### src/rtl/timer_ctrl.sv
// Sequencing controller for the 8-bit timer counter: decodes TCR fields, runs the
// prescaler and produces the counter/last-value pair seen by the overflow checker.
module timer_ctrl #(
    parameter int CNT_WIDTH = 8
) (
    input  logic                 tmrctl_clk,
    input  logic                 tmrctl_reset,
    input  logic                 tmrctl_tcr_en,
    input  logic                 tmrctl_tcr_load,
    input  logic                 tmrctl_tcr_up_down,
    input  logic [1:0]           tmrctl_tcr_cks,
    input  logic [CNT_WIDTH-1:0] tmrctl_tdr,
    output logic [CNT_WIDTH-1:0] tmrctl_counter_value,
    output logic [CNT_WIDTH-1:0] tmrctl_counter_last_value,
    output logic                 tmrctl_tick,
    output logic [1:0]           tmrctl_state
);

    localparam logic [1:0] ST_IDLE = 2'b00;
    localparam logic [1:0] ST_RUN  = 2'b01;
    localparam logic [1:0] ST_LOAD = 2'b10;

    localparam logic [CNT_WIDTH-1:0] CNT_ONE = {{(CNT_WIDTH-1){1'b0}}, 1'b1};

    logic [1:0]           state_q, state_d;
    logic [3:0]           pre_cnt_q, pre_cnt_d;
    logic [1:0]           cks_q;
    logic [CNT_WIDTH-1:0] cnt_q, cnt_d;
    logic [CNT_WIDTH-1:0] last_q, last_d;
    logic                 tick_q, tick_d;

    logic [3:0]           pre_term;
    logic                 cks_changed;
    logic                 pre_hit;

    // Terminal count is 2^(cks+1)-1, giving divide-by 2/4/8/16.
    always_comb begin
        pre_term = 4'd1;
        case (tmrctl_tcr_cks)
            2'd0: pre_term = 4'd1;
            2'd1: pre_term = 4'd3;
            2'd2: pre_term = 4'd7;
            2'd3: pre_term = 4'd15;
        endcase
    end

    // A clock-select change only restarts the prescale while already running;
    // on RUN entry the prescaler is zero anyway and must start counting at once.
    assign cks_changed = (state_q == ST_RUN) && (tmrctl_tcr_cks != cks_q);
    assign pre_hit     = (pre_cnt_q >= pre_term) && !cks_changed;

    // The action taken at an edge follows the mode selected by the inputs at that
    // edge, so a single-cycle load pulse is applied immediately.
    always_comb begin
        if (tmrctl_tcr_load) begin
            state_d = ST_LOAD;
        end else if (tmrctl_tcr_en) begin
            state_d = ST_RUN;
        end else begin
            state_d = ST_IDLE;
        end
    end

    always_comb begin
        pre_cnt_d = 4'd0;
        cnt_d     = cnt_q;
        last_d    = cnt_q;
        tick_d    = 1'b0;
        case (state_d)
            ST_LOAD: begin
                // last tracks the loaded value so the checker never sees a false wrap
                cnt_d  = tmrctl_tdr;
                last_d = tmrctl_tdr;
            end
            ST_RUN: begin
                if (cks_changed) begin
                    pre_cnt_d = 4'd0;
                end else if (pre_hit) begin
                    pre_cnt_d = 4'd0;
                    tick_d    = 1'b1;
                    if (tmrctl_tcr_up_down) begin
                        cnt_d = cnt_q - CNT_ONE;
                    end else begin
                        cnt_d = cnt_q + CNT_ONE;
                    end
                end else begin
                    pre_cnt_d = pre_cnt_q + 4'd1;
                end
            end
            default: begin
            end
        endcase
    end

    always_ff @(posedge tmrctl_clk) begin
        if (tmrctl_reset) begin
            state_q   <= ST_IDLE;
            pre_cnt_q <= 4'd0;
            cks_q     <= 2'd0;
            cnt_q     <= '0;
            last_q    <= '0;
            tick_q    <= 1'b0;
        end else begin
            state_q   <= state_d;
            pre_cnt_q <= pre_cnt_d;
            cks_q     <= tmrctl_tcr_cks;
            cnt_q     <= cnt_d;
            last_q    <= last_d;
            tick_q    <= tick_d;
        end
    end

    assign tmrctl_counter_value      = cnt_q;
    assign tmrctl_counter_last_value = last_q;
    assign tmrctl_tick               = tick_q;
    assign tmrctl_state              = state_q;

endmodule

### config.mk
export PLATFORM = sky130hd
export DESIGN_NAME = timer_ctrl
export DESIGN_NICKNAME = d
export VERILOG_FILES = /design/src/rtl/timer_ctrl.sv
export SDC_FILE = /design/constraint.sdc
export NUM_CORES = 1
export LEC_CHECK = 0
export ABC_AREA = 1
export ABC_CLOCK_PERIOD_IN_PS = 3650
export BUFFER_PORTS_ARGS = -buffer_cell sky130_fd_sc_hd__buf_2
export CORE_UTILIZATION = 23
export CTS_BUF_LIST = sky130_fd_sc_hd__clkbuf_2
export DETAILED_ROUTE_END_ITERATION = 10
export PLACE_DENSITY = 0.38
export SETUP_SLACK_MARGIN = 0.4
export SYNTH_ARGS = -nofsm -noshare
export SYNTH_HDL_FRONTEND = slang
export SYNTH_SLANG_ARGS = --single-unit
### constraint.sdc
create_clock -name tmrctl_clk -period 3.65 [get_ports tmrctl_clk]
set_input_delay 0.365 -clock tmrctl_clk [delete_from_list [all_inputs] [get_ports tmrctl_clk]]
set_output_delay 0.365 -clock tmrctl_clk [all_outputs]
set_load 0.02 [all_outputs]
Yosys cells after proc, flatten, opt, wreduce, memory -nomap -nowiden
Index checks and enable logic that the tools add are counted.
{"block": "totals", "ff_bits": 25, "out_inout_bits": 19, "wordCells": 37}
{"block": "op_classes", "add_sub_neg": 3, "n_lt_le_gt_ge": 1, "n_eq_ne": 9, "n_mux": 9, "bitwise": 1, "n_reduce_logical": 8}
{"op": "$mux 8", "n": 4}
{"op": "$pmux 4 s4", "n": 1}
{"op": "$pmux 8 s2", "n": 1}
{"op": "$add 8x1->8 const B", "n": 1}
{"op": "$sub 8x1->8 const B", "n": 1}
{"op": "$eq 2x1->1 const B", "n": 3}
{"op": "$eq 2x2->1 const B", "n": 3}
{"op": "$add 4x1->4 const B", "n": 1}
{"op": "$ge 4x4->1", "n": 1}
{"op": "$ne 2x2->1 const B", "n": 2}
{"op": "$reduce_or 4->1", "n": 1}
{"op": "$reduce_and 3->1", "n": 1}
{"op": "$reduce_or 3->1", "n": 1}
{"op": "$logic_and 1x1->1", "n": 2}
{"op": "$logic_not 2->1", "n": 1}
{"op": "$mux 1", "n": 2}
{"op": "$mux 2", "n": 1}
{"op": "$ne 2x2->1", "n": 1}
{"op": "$reduce_bool 2->1", "n": 1}
{"op": "$logic_not 1->1", "n": 1}
{"op": "$not 1->1", "n": 1}

Longest topological paths before layout
Gate-level depths: netlist of run 1.
{"block": "depth", "word_depth": 7, "ltp_mapped": 11}

Worst setup path after synthesis of run 1
No wires, ideal clock.
{"block": "synth_timing", "kind": "register -> register", "start": "reg cnt_q[0], in the netlist tmrctl_counter_value[0]", "end": "reg cnt_q[4], in the netlist tmrctl_counter_value[4]", "setup_time_ns": 0.070, "arrival_time_ns": 1.524, "t_required_ns": 3.580, "slack_ns": 2.057, "path_stages_with_launch": 10, "n_path_buf": 0, "path_cell_list": "dfxtp_1 inv_1 fa_1 inv_1 nand3_1 nand3b_1 nand3_1 nand2_1 nand2_1 a21oi_1"}
{"block": "synth_via", "elab_chain_cells": 5}
{"item": "from (decl)", "line_no": "28", "text": "logic [CNT_WIDTH-1:0] cnt_q, cnt_d;"}
{"item": "from (signal assigned)", "line_no": "107", "text": "cnt_q <= cnt_d;"}
{"item": "$add 8x1->8 or $sub 8x1->8 (tied branches)", "line_no": "84, 82"}
{"item": "$mux 8 (*)", "line_no": "81", "text": "if (tmrctl_tcr_up_down) begin"}
{"item": "$mux 8 (*)", "line_no": "78", "text": "end else if (pre_hit) begin"}
{"item": "$mux 8 (*)", "line_no": "76", "text": "if (cks_changed) begin"}
{"item": "$pmux 8 s2 (*)", "line_no": "69", "text": "case (state_d)"}
Every way passes the cells marked *; elsewhere a longest branch is shown, timed or not. The select of a mux whose other input is x is not followed.
A chain may end at the register's enable or synchronous reset.

Worst setup path after layout of run 1
Same ends and word-level chain as after synthesis.

==> impl_metrics.tcl, run 1 <==
set metrics [dict create \
    run_status "finished, final reports clean" \
    tritoncts.num_buffers 3 \
    critical_path_required_ns 3.97 \
    criticalPathCategory "register to register" \
    hold_slack_ns 0.209 \
    ys_ff_latch 25 \
    syn_to_final_growth_pct 17.6 \
    max-slew-margin-rel_pct 78.0 \
    dpl_cell_area_um2 1660 \
    finalHoldViolations 0 \
    syn_area_per_cell_um2 7.02 \
    num_vias 1339 \
    gp_congestion 0.759 \
    worstHoldPathCells 3 \
    overflow 0 \
    worst-r2r-cell-count 9 \
    effective_utilization_at_floorplan_pct 23.9 \
    placeableCoreArea_um2 5960 \
    clk-insertion-delay-late_ns 0.36 \
    syn_area_um2 1430 \
    multi_input_comb_area_um2 769 \
    design.portCount 34 \
    setup-tns-final_ns 0 \
    ctsHoldBuffers 0 \
    max-cap-violations 0 \
    grtUsageTotal_pct 12.1 \
    synth_top_area_share_pct 35.1 \
    grt_pass1_wl_um 5990 \
    rsz0062_at_grt "false" \
    routedWlPerCell_um 11.9 \
    post_synthesis_cell_type_count 28 \
    antennaDiodeCount 0 \
    detail_route.drc_violations 0 \
    maximum_number_of_pins_on_one_net_before_global_route_repair 15 \
    fmaxAchievable_mhz 567 \
    synth_largest_area_cell "sky130_fd_sc_hd__dfxtp_1" \
    synthTopCellsByArea "sky130_fd_sc_hd__dfxtp_1, sky130_fd_sc_hd__nand2_1, sky130_fd_sc_hd__ha_1, sky130_fd_sc_hd__inv_1, sky130_fd_sc_hd__nor2_1" \
    mostFrequentLayoutCell "sky130_fd_sc_hd__nand2_1" \
    rr_startpoint "tmrctl_counter_value[0]$_SDFFE_PP0P_" \
    number_of_standard_cells_in_the_final_layout_excluding_fillers 312 \
    hp-class "input port to register" \
    ant_nets 0 \
    nets 264 \
    dp_hpwl_um 2900 \
    setup_viol_count_final 0 \
    floorplan.rows 28 \
    dieArea_um2 6510 \
    portbufs 33 \
    syn-num-nets 229 \
    first_iter_violations 61 \
    antenna_found_initial 0 \
    design_area_um2 1680 \
    syn_warnings 0 \
    timing_worst_slew_pin_value_ns 0.330 \
    critPathMaxFanout 6 \
    drt-pass1-iter-count 5 \
    seq_area_frac_synth_pct 35.1 \
    clk_pin_slew_ns 0.25 \
    critPathCaptureType "register" \
    sequential_cell_area_um2 500 \
    first_global_vias 1154 \
    worst_r2r_endpoint "tmrctl_counter_value[4]$_SDFFE_PP0P_" \
    vdd_ir_drop_max_mv 0.0913 \
    max-clock-path-buffers 2 \
    post_route_cells_drive_above_1_share_pct 21.1 \
    critical_path.startpoint_type "register" \
    layout_common_cells "sky130_fd_sc_hd__nand2_1, sky130_fd_sc_hd__buf_2, sky130_fd_sc_hd__inv_1" \
    fillCellCount 687 \
    power.static_leakage_nw 0.903 \
    timing.hold.worst_endpoint "tmrctl_counter_last_value[4]$_SDFF_PP0_" \
    buffer_count_from_post_cts_setup_fixing 0 \
    fin_skew_ns 0.00246 \
    cts_htree_levels 1 \
    post-place-ws_ns 1.76 \
    ff2ff_setup_slack_ns 1.89 \
    cts.repair.resized 0 \
    placed_cells 308 \
    detail_route.vias_per_cell 4.29 \
    die_x_um 80.7 \
    routed_wirelength_um 3700 \
    min_period_ns 1.76 \
    layout_worst_path_cycle_share_pct 48.3 \
    cts.sinks 25 \
    final-max-slew-violation-count 0 \
    min_from "tmrctl_tdr[4]" \
    synthCells 203 \
    worst-endpoint-arrival_ns 2.08 \
    postLayoutSetupSlackWorst_ns 1.89 \
    cts_tree "done" \
    die_height_um 80.7 \
    root_buffer "sky130_fd_sc_hd__clkbuf_2" \
    power.density_nw_per_um2 338 \
]
-- kinds of logic (layout without fill, tap and decap cells) --
| logic type | after synthesis | in the layout | share of synthesized area, % |
|---|---|---|---|
| AO/OA/AOI/OAI | 25 | 25 | 9.57 |
| XOR/XNOR | 4 | 4 | 2.46 |
| adder cells (fa/ha/maj) | 11 | 11 | 10.2 |
| buffers and inverters | 36 | 70 | 10.9 |
| AND/OR/NAND/NOR | 102 | 102 | 31.8 |
| flip-flops | 25 | 25 | 35.1 |
-- layer usage --
metal	GRT usage [%]	vias to the layer above	share of wire [%]
met5	0	-	0
met4	4.82	0	2.0
met3	1.14	7	3.1
met2	18.0	30	42
met1	17.8	593	53
li1	-	709	-
-- registers in the layout, indices dropped and copies added, names as in the netlist --
name                       count
pre_cnt_q                      4
tmrctl_tick                    1
tmrctl_state                   2
cks_q                          2
tmrctl_counter_value           8
tmrctl_counter_last_value      8
-- power breakdown --
part | internal [mW] | switching [mW]
clock | 0.0249 | 0.0902
sequential | 0.290 | 0.0121
combinational | 0.0542 | 0.0952
total | 0.369 | 0.198
-- worst max-delay path by stage --
stage                                         startpoint                              endpoint  slack [ns]
floorplan           tmrctl_counter_value[0]$_SDFFE_PP0P_  tmrctl_counter_value[4]$_SDFFE_PP0P_        2.06
global placement                      tmrctl_tcr_up_down  tmrctl_counter_value[4]$_SDFFE_PP0P_        1.75
detailed placement                    tmrctl_tcr_up_down  tmrctl_counter_value[4]$_SDFFE_PP0P_        1.76
CTS                 tmrctl_counter_value[0]$_SDFFE_PP0P_  tmrctl_counter_value[4]$_SDFFE_PP0P_        1.84
global route        tmrctl_counter_value[0]$_SDFFE_PP0P_  tmrctl_counter_value[4]$_SDFFE_PP0P_        1.70
finish              tmrctl_counter_value[0]$_SDFFE_PP0P_  tmrctl_counter_value[4]$_SDFFE_PP0P_        1.89
-- Yosys cell counts --
| master | number |
|---|---|
| sky130_fd_sc_hd__nand3_2 | 1 |
| sky130_fd_sc_hd__nand2_1 | 50 |
| sky130_fd_sc_hd__a21oi_1 | 10 |
| sky130_fd_sc_hd__or2_2 | 1 |
| sky130_fd_sc_hd__nand3_1 | 15 |
| sky130_fd_sc_hd__ha_1 | 10 |
| sky130_fd_sc_hd__inv_1 | 29 |
| sky130_fd_sc_hd__o211ai_1 | 2 |
| sky130_fd_sc_hd__buf_6 | 2 |
| sky130_fd_sc_hd__nand4_1 | 5 |
| sky130_fd_sc_hd__and3_2 | 1 |
| sky130_fd_sc_hd__o21ai_0 | 11 |
| sky130_fd_sc_hd__xor2_1 | 1 |
| sky130_fd_sc_hd__clkinv_2 | 1 |
| sky130_fd_sc_hd__inv_2 | 2 |
| sky130_fd_sc_hd__o21a_1 | 1 |
| sky130_fd_sc_hd__inv_4 | 1 |
| sky130_fd_sc_hd__fa_1 | 1 |
| sky130_fd_sc_hd__clkbuf_2 | 1 |
| sky130_fd_sc_hd__nand2_4 | 1 |
| sky130_fd_sc_hd__xnor2_1 | 3 |
| sky130_fd_sc_hd__nand3b_1 | 1 |
| sky130_fd_sc_hd__nand2_2 | 2 |
| sky130_fd_sc_hd__a21oi_2 | 1 |
| sky130_fd_sc_hd__nor2_1 | 23 |
| sky130_fd_sc_hd__nor2_4 | 1 |
| sky130_fd_sc_hd__nor2_2 | 1 |
| sky130_fd_sc_hd__dfxtp_1 | 25 |
-- stage by stage --
step | util (%) | total power, mW
floorplan | - | 0.410
global placement | 27.8 | 0.462
detailed placement | 27.8 | 0.458
CTS | 28.2 | 0.575
global route | 28.2 | 0.608
finish | 28.2 | 0.566
-- final cells by class --
| cell class | instances | area share, % |
|---|---|---|
| clock buffers | 3 | 0.896 |
| clock inverters | 1 | 0.299 |
| inverters | 33 | 7.61 |
| multi-input cells | 142 | 45.9 |
| flip-flops and latches | 25 | 29.9 |
| well taps | 75 | 5.60 |
| repair buffers | 33 | 9.85 |
-- worst max-delay path, stage by stage, from the launching register on --
cell and delay [ns]:
sky130_fd_sc_hd__dfxtp_1 0.51, sky130_fd_sc_hd__inv_1 0.12, sky130_fd_sc_hd__fa_1 0.44, sky130_fd_sc_hd__inv_1 0.11, sky130_fd_sc_hd__nand3_1 0.10, sky130_fd_sc_hd__nand3b_1 0.11
sky130_fd_sc_hd__nand3_1 0.09, sky130_fd_sc_hd__nand2_1 0.07, sky130_fd_sc_hd__nand2_1 0.04, sky130_fd_sc_hd__a21oi_1 0.14
Note: power is estimated with default switching activity, not from simulation.
==> run 2: changes to the inputs <==
ABC_CLOCK_PERIOD_IN_PS = 1820   (was 3650)
clock period = 1.82 ns   (was 3.65 ns; I/O delays follow)
==> impl_metrics.tcl, run 2 (same netlist as run 1, synthesis figures left out) <==
set metrics [dict create \
    clk_pin_slew_ns 0.24 \
    cts_htree_levels 1 \
    tritoncts.num_buffers 3 \
    power.static_leakage_nw 0.995 \
    run_status "finished, final reports clean" \
    post_route_cells_drive_above_1_share_pct 44.9 \
    overflow 0 \
    routed_wirelength_um 4120 \
    setup.worst_path.end "tmrctl_counter_value[4]$_SDFFE_PP0P_" \
    sequential_cell_area_um2 529 \
    routedWlPerCell_um 12.5 \
    clk-insertion-delay-late_ns 0.34 \
    criticalPathCategory "register to register" \
    num_vias 1405 \
    first_iter_violations 43 \
    min_period_ns 1.46 \
    fmaxAchievable_mhz 683 \
    timing_worst_slew_pin_value_ns 0.353 \
    critPathCaptureType "register" \
    maximum_number_of_pins_on_one_net_before_global_route_repair 14 \
    mostFrequentLayoutCell "sky130_fd_sc_hd__nand2_1" \
    gp_congestion 0.830 \
    layout_common_cells "sky130_fd_sc_hd__nand2_1, sky130_fd_sc_hd__buf_2, sky130_fd_sc_hd__inv_1" \
    drt-pass1-iter-count 4 \
    grtUsageTotal_pct 13.0 \
    detail_route.vias_per_cell 4.27 \
    critPathMaxFanout 2 \
    detail_route.drc_violations 0 \
    fillCellCount 670 \
    placeableCoreArea_um2 5960 \
    vdd_ir_drop_max_mv 0.200 \
    critical_path.startpoint_type "register" \
    max-cap-violations 0 \
    max-clock-path-buffers 2 \
    dieArea_um2 6510 \
    rr_startpoint "tmrctl_counter_value[0]$_SDFFE_PP0P_" \
    dp_hpwl_um 2980 \
    layout_worst_path_cycle_share_pct 80.4 \
    post-place-ws_ns 0.0903 \
    hp-class "input port to register" \
    ant_nets 0 \
    final-max-slew-violation-count 0 \
    critical_path_required_ns 2.11 \
    portbufs 33 \
    cts.sinks 25 \
    worst_r2r_endpoint "tmrctl_counter_value[4]$_SDFFE_PP0P_" \
    max-slew-margin-rel_pct 76.5 \
    setup-tns-final_ns 0 \
    design.portCount 34 \
    syn_to_final_growth_pct 44.5 \
    worst-endpoint-arrival_ns 1.76 \
    antennaDiodeCount 0 \
    setup_viol_count_final 0 \
    die_height_um 80.7 \
    rsz0062_at_grt "true" \
    ff2ff_setup_slack_ns 0.36 \
    power.density_nw_per_um2 602 \
    grt_pass1_wl_um 6200 \
    multi_input_comb_area_um2 997 \
    floorplan.rows 28 \
    fin_skew_ns 0.00387 \
    finalHoldViolations 0 \
    effective_utilization_at_floorplan_pct 23.9 \
    worst-r2r-cell-count 9 \
    critPathLaunch "tmrctl_counter_value[0]$_SDFFE_PP0P_" \
    first_global_vias 1284 \
    nets 281 \
    antenna_found_initial 0 \
    root_buffer "sky130_fd_sc_hd__clkbuf_2" \
    postLayoutSetupSlackWorst_ns 0.356 \
    die_x_um 80.7 \
    cts_tree "done" \
]
-- run 2: changes by cell type in the layout (fill, tap and decap cells not counted), sizes merged --
cell / before / now
buf: 33 / 49
clkbuf: 3 / 4
nand2: 53 / 54
clkinv: 2 / 1
-- run 2: metal layers --
metal,GRT usage (%),share of wire (%)
met5,0,0
met4,4.64,0.80
met3,0.682,2.3
met2,21.0,44
met1,18.2,53
-- run 2: critical path: stages, from the launching register on --
cell	delay (ns)
sky130_fd_sc_hd__dfxtp_4	0.41
sky130_fd_sc_hd__inv_4	0.04
sky130_fd_sc_hd__fa_2	0.37
sky130_fd_sc_hd__inv_2	0.09
sky130_fd_sc_hd__nand3_2	0.08
sky130_fd_sc_hd__nand3b_1	0.10
sky130_fd_sc_hd__nand3_2	0.07
sky130_fd_sc_hd__nand2_1	0.06
sky130_fd_sc_hd__nand2_1	0.06
sky130_fd_sc_hd__a21oi_2	0.14
-- run 2: worst min-delay path by stage --
stage / startpoint / endpoint / slack, ns / cells after the start
finish: tmrctl_tdr[4] / tmrctl_counter_last_value[4]$_SDFF_PP0_ / 0.04 / 3
detailed placement: tmrctl_tdr[4] / tmrctl_counter_last_value[4]$_SDFF_PP0_ / 0.42 / 3
global placement: tmrctl_tdr[4] / tmrctl_counter_last_value[4]$_SDFF_PP0_ / 0.42 / 3
floorplan: tmrctl_reset / tmrctl_counter_value[4]$_SDFFE_PP0P_ / 0.24 / 1
CTS: tmrctl_tdr[4] / tmrctl_counter_last_value[4]$_SDFF_PP0_ / 0.03 / 3
global route: tmrctl_tdr[4] / tmrctl_counter_last_value[4]$_SDFF_PP0_ / 0.02 / 3
-- run 2: stage by stage --
stage | utilization (%) | hold WS, ns | instance area, µm² | cells | power [mW]
finish | 34.6 | 0.0438 | 2060 | 329 | 1.24
CTS | 32.1 | 0.0295 | 1910 | 324 | 1.21
global placement | 28.2 | 0.420 | 1680 | 310 | 0.930
floorplan | - | 0.244 | 1430 | 203 | 0.824
detailed placement | 28.2 | 0.424 | 1680 | 310 | 0.927
global route | 34.6 | 0.0165 | 2060 | 329 | 1.32
-- run 2: timing repair --
item	CTS	global route
setup endpoints to repair	8	8
cloned	1	0
buffers inserted	9	5
gates resized for setup	30	30
hold buffers	0	0
pin swaps	14	23
-- run 2: final cells by class --
| cell class | count | share of cell area, % |
|---|---|---|
| multi-input combinational | 143 | 48.4 |
| sequential | 25 | 25.7 |
| timing repair buffer | 49 | 13.9 |
| inverter | 33 | 6.50 |
| tap | 75 | 4.56 |
| clock buffer | 4 | 0.972 |
-- run 2: power by group --
group	internal [mW]	switching, mW	total, mW	leakage (nW)
Clock	0.0580	0.169	0.227	0.0166
Combinational	0.173	0.236	0.409	0.766
Sequential	0.578	0.0250	0.603	0.212
Total	0.809	0.430	1.24	0.995
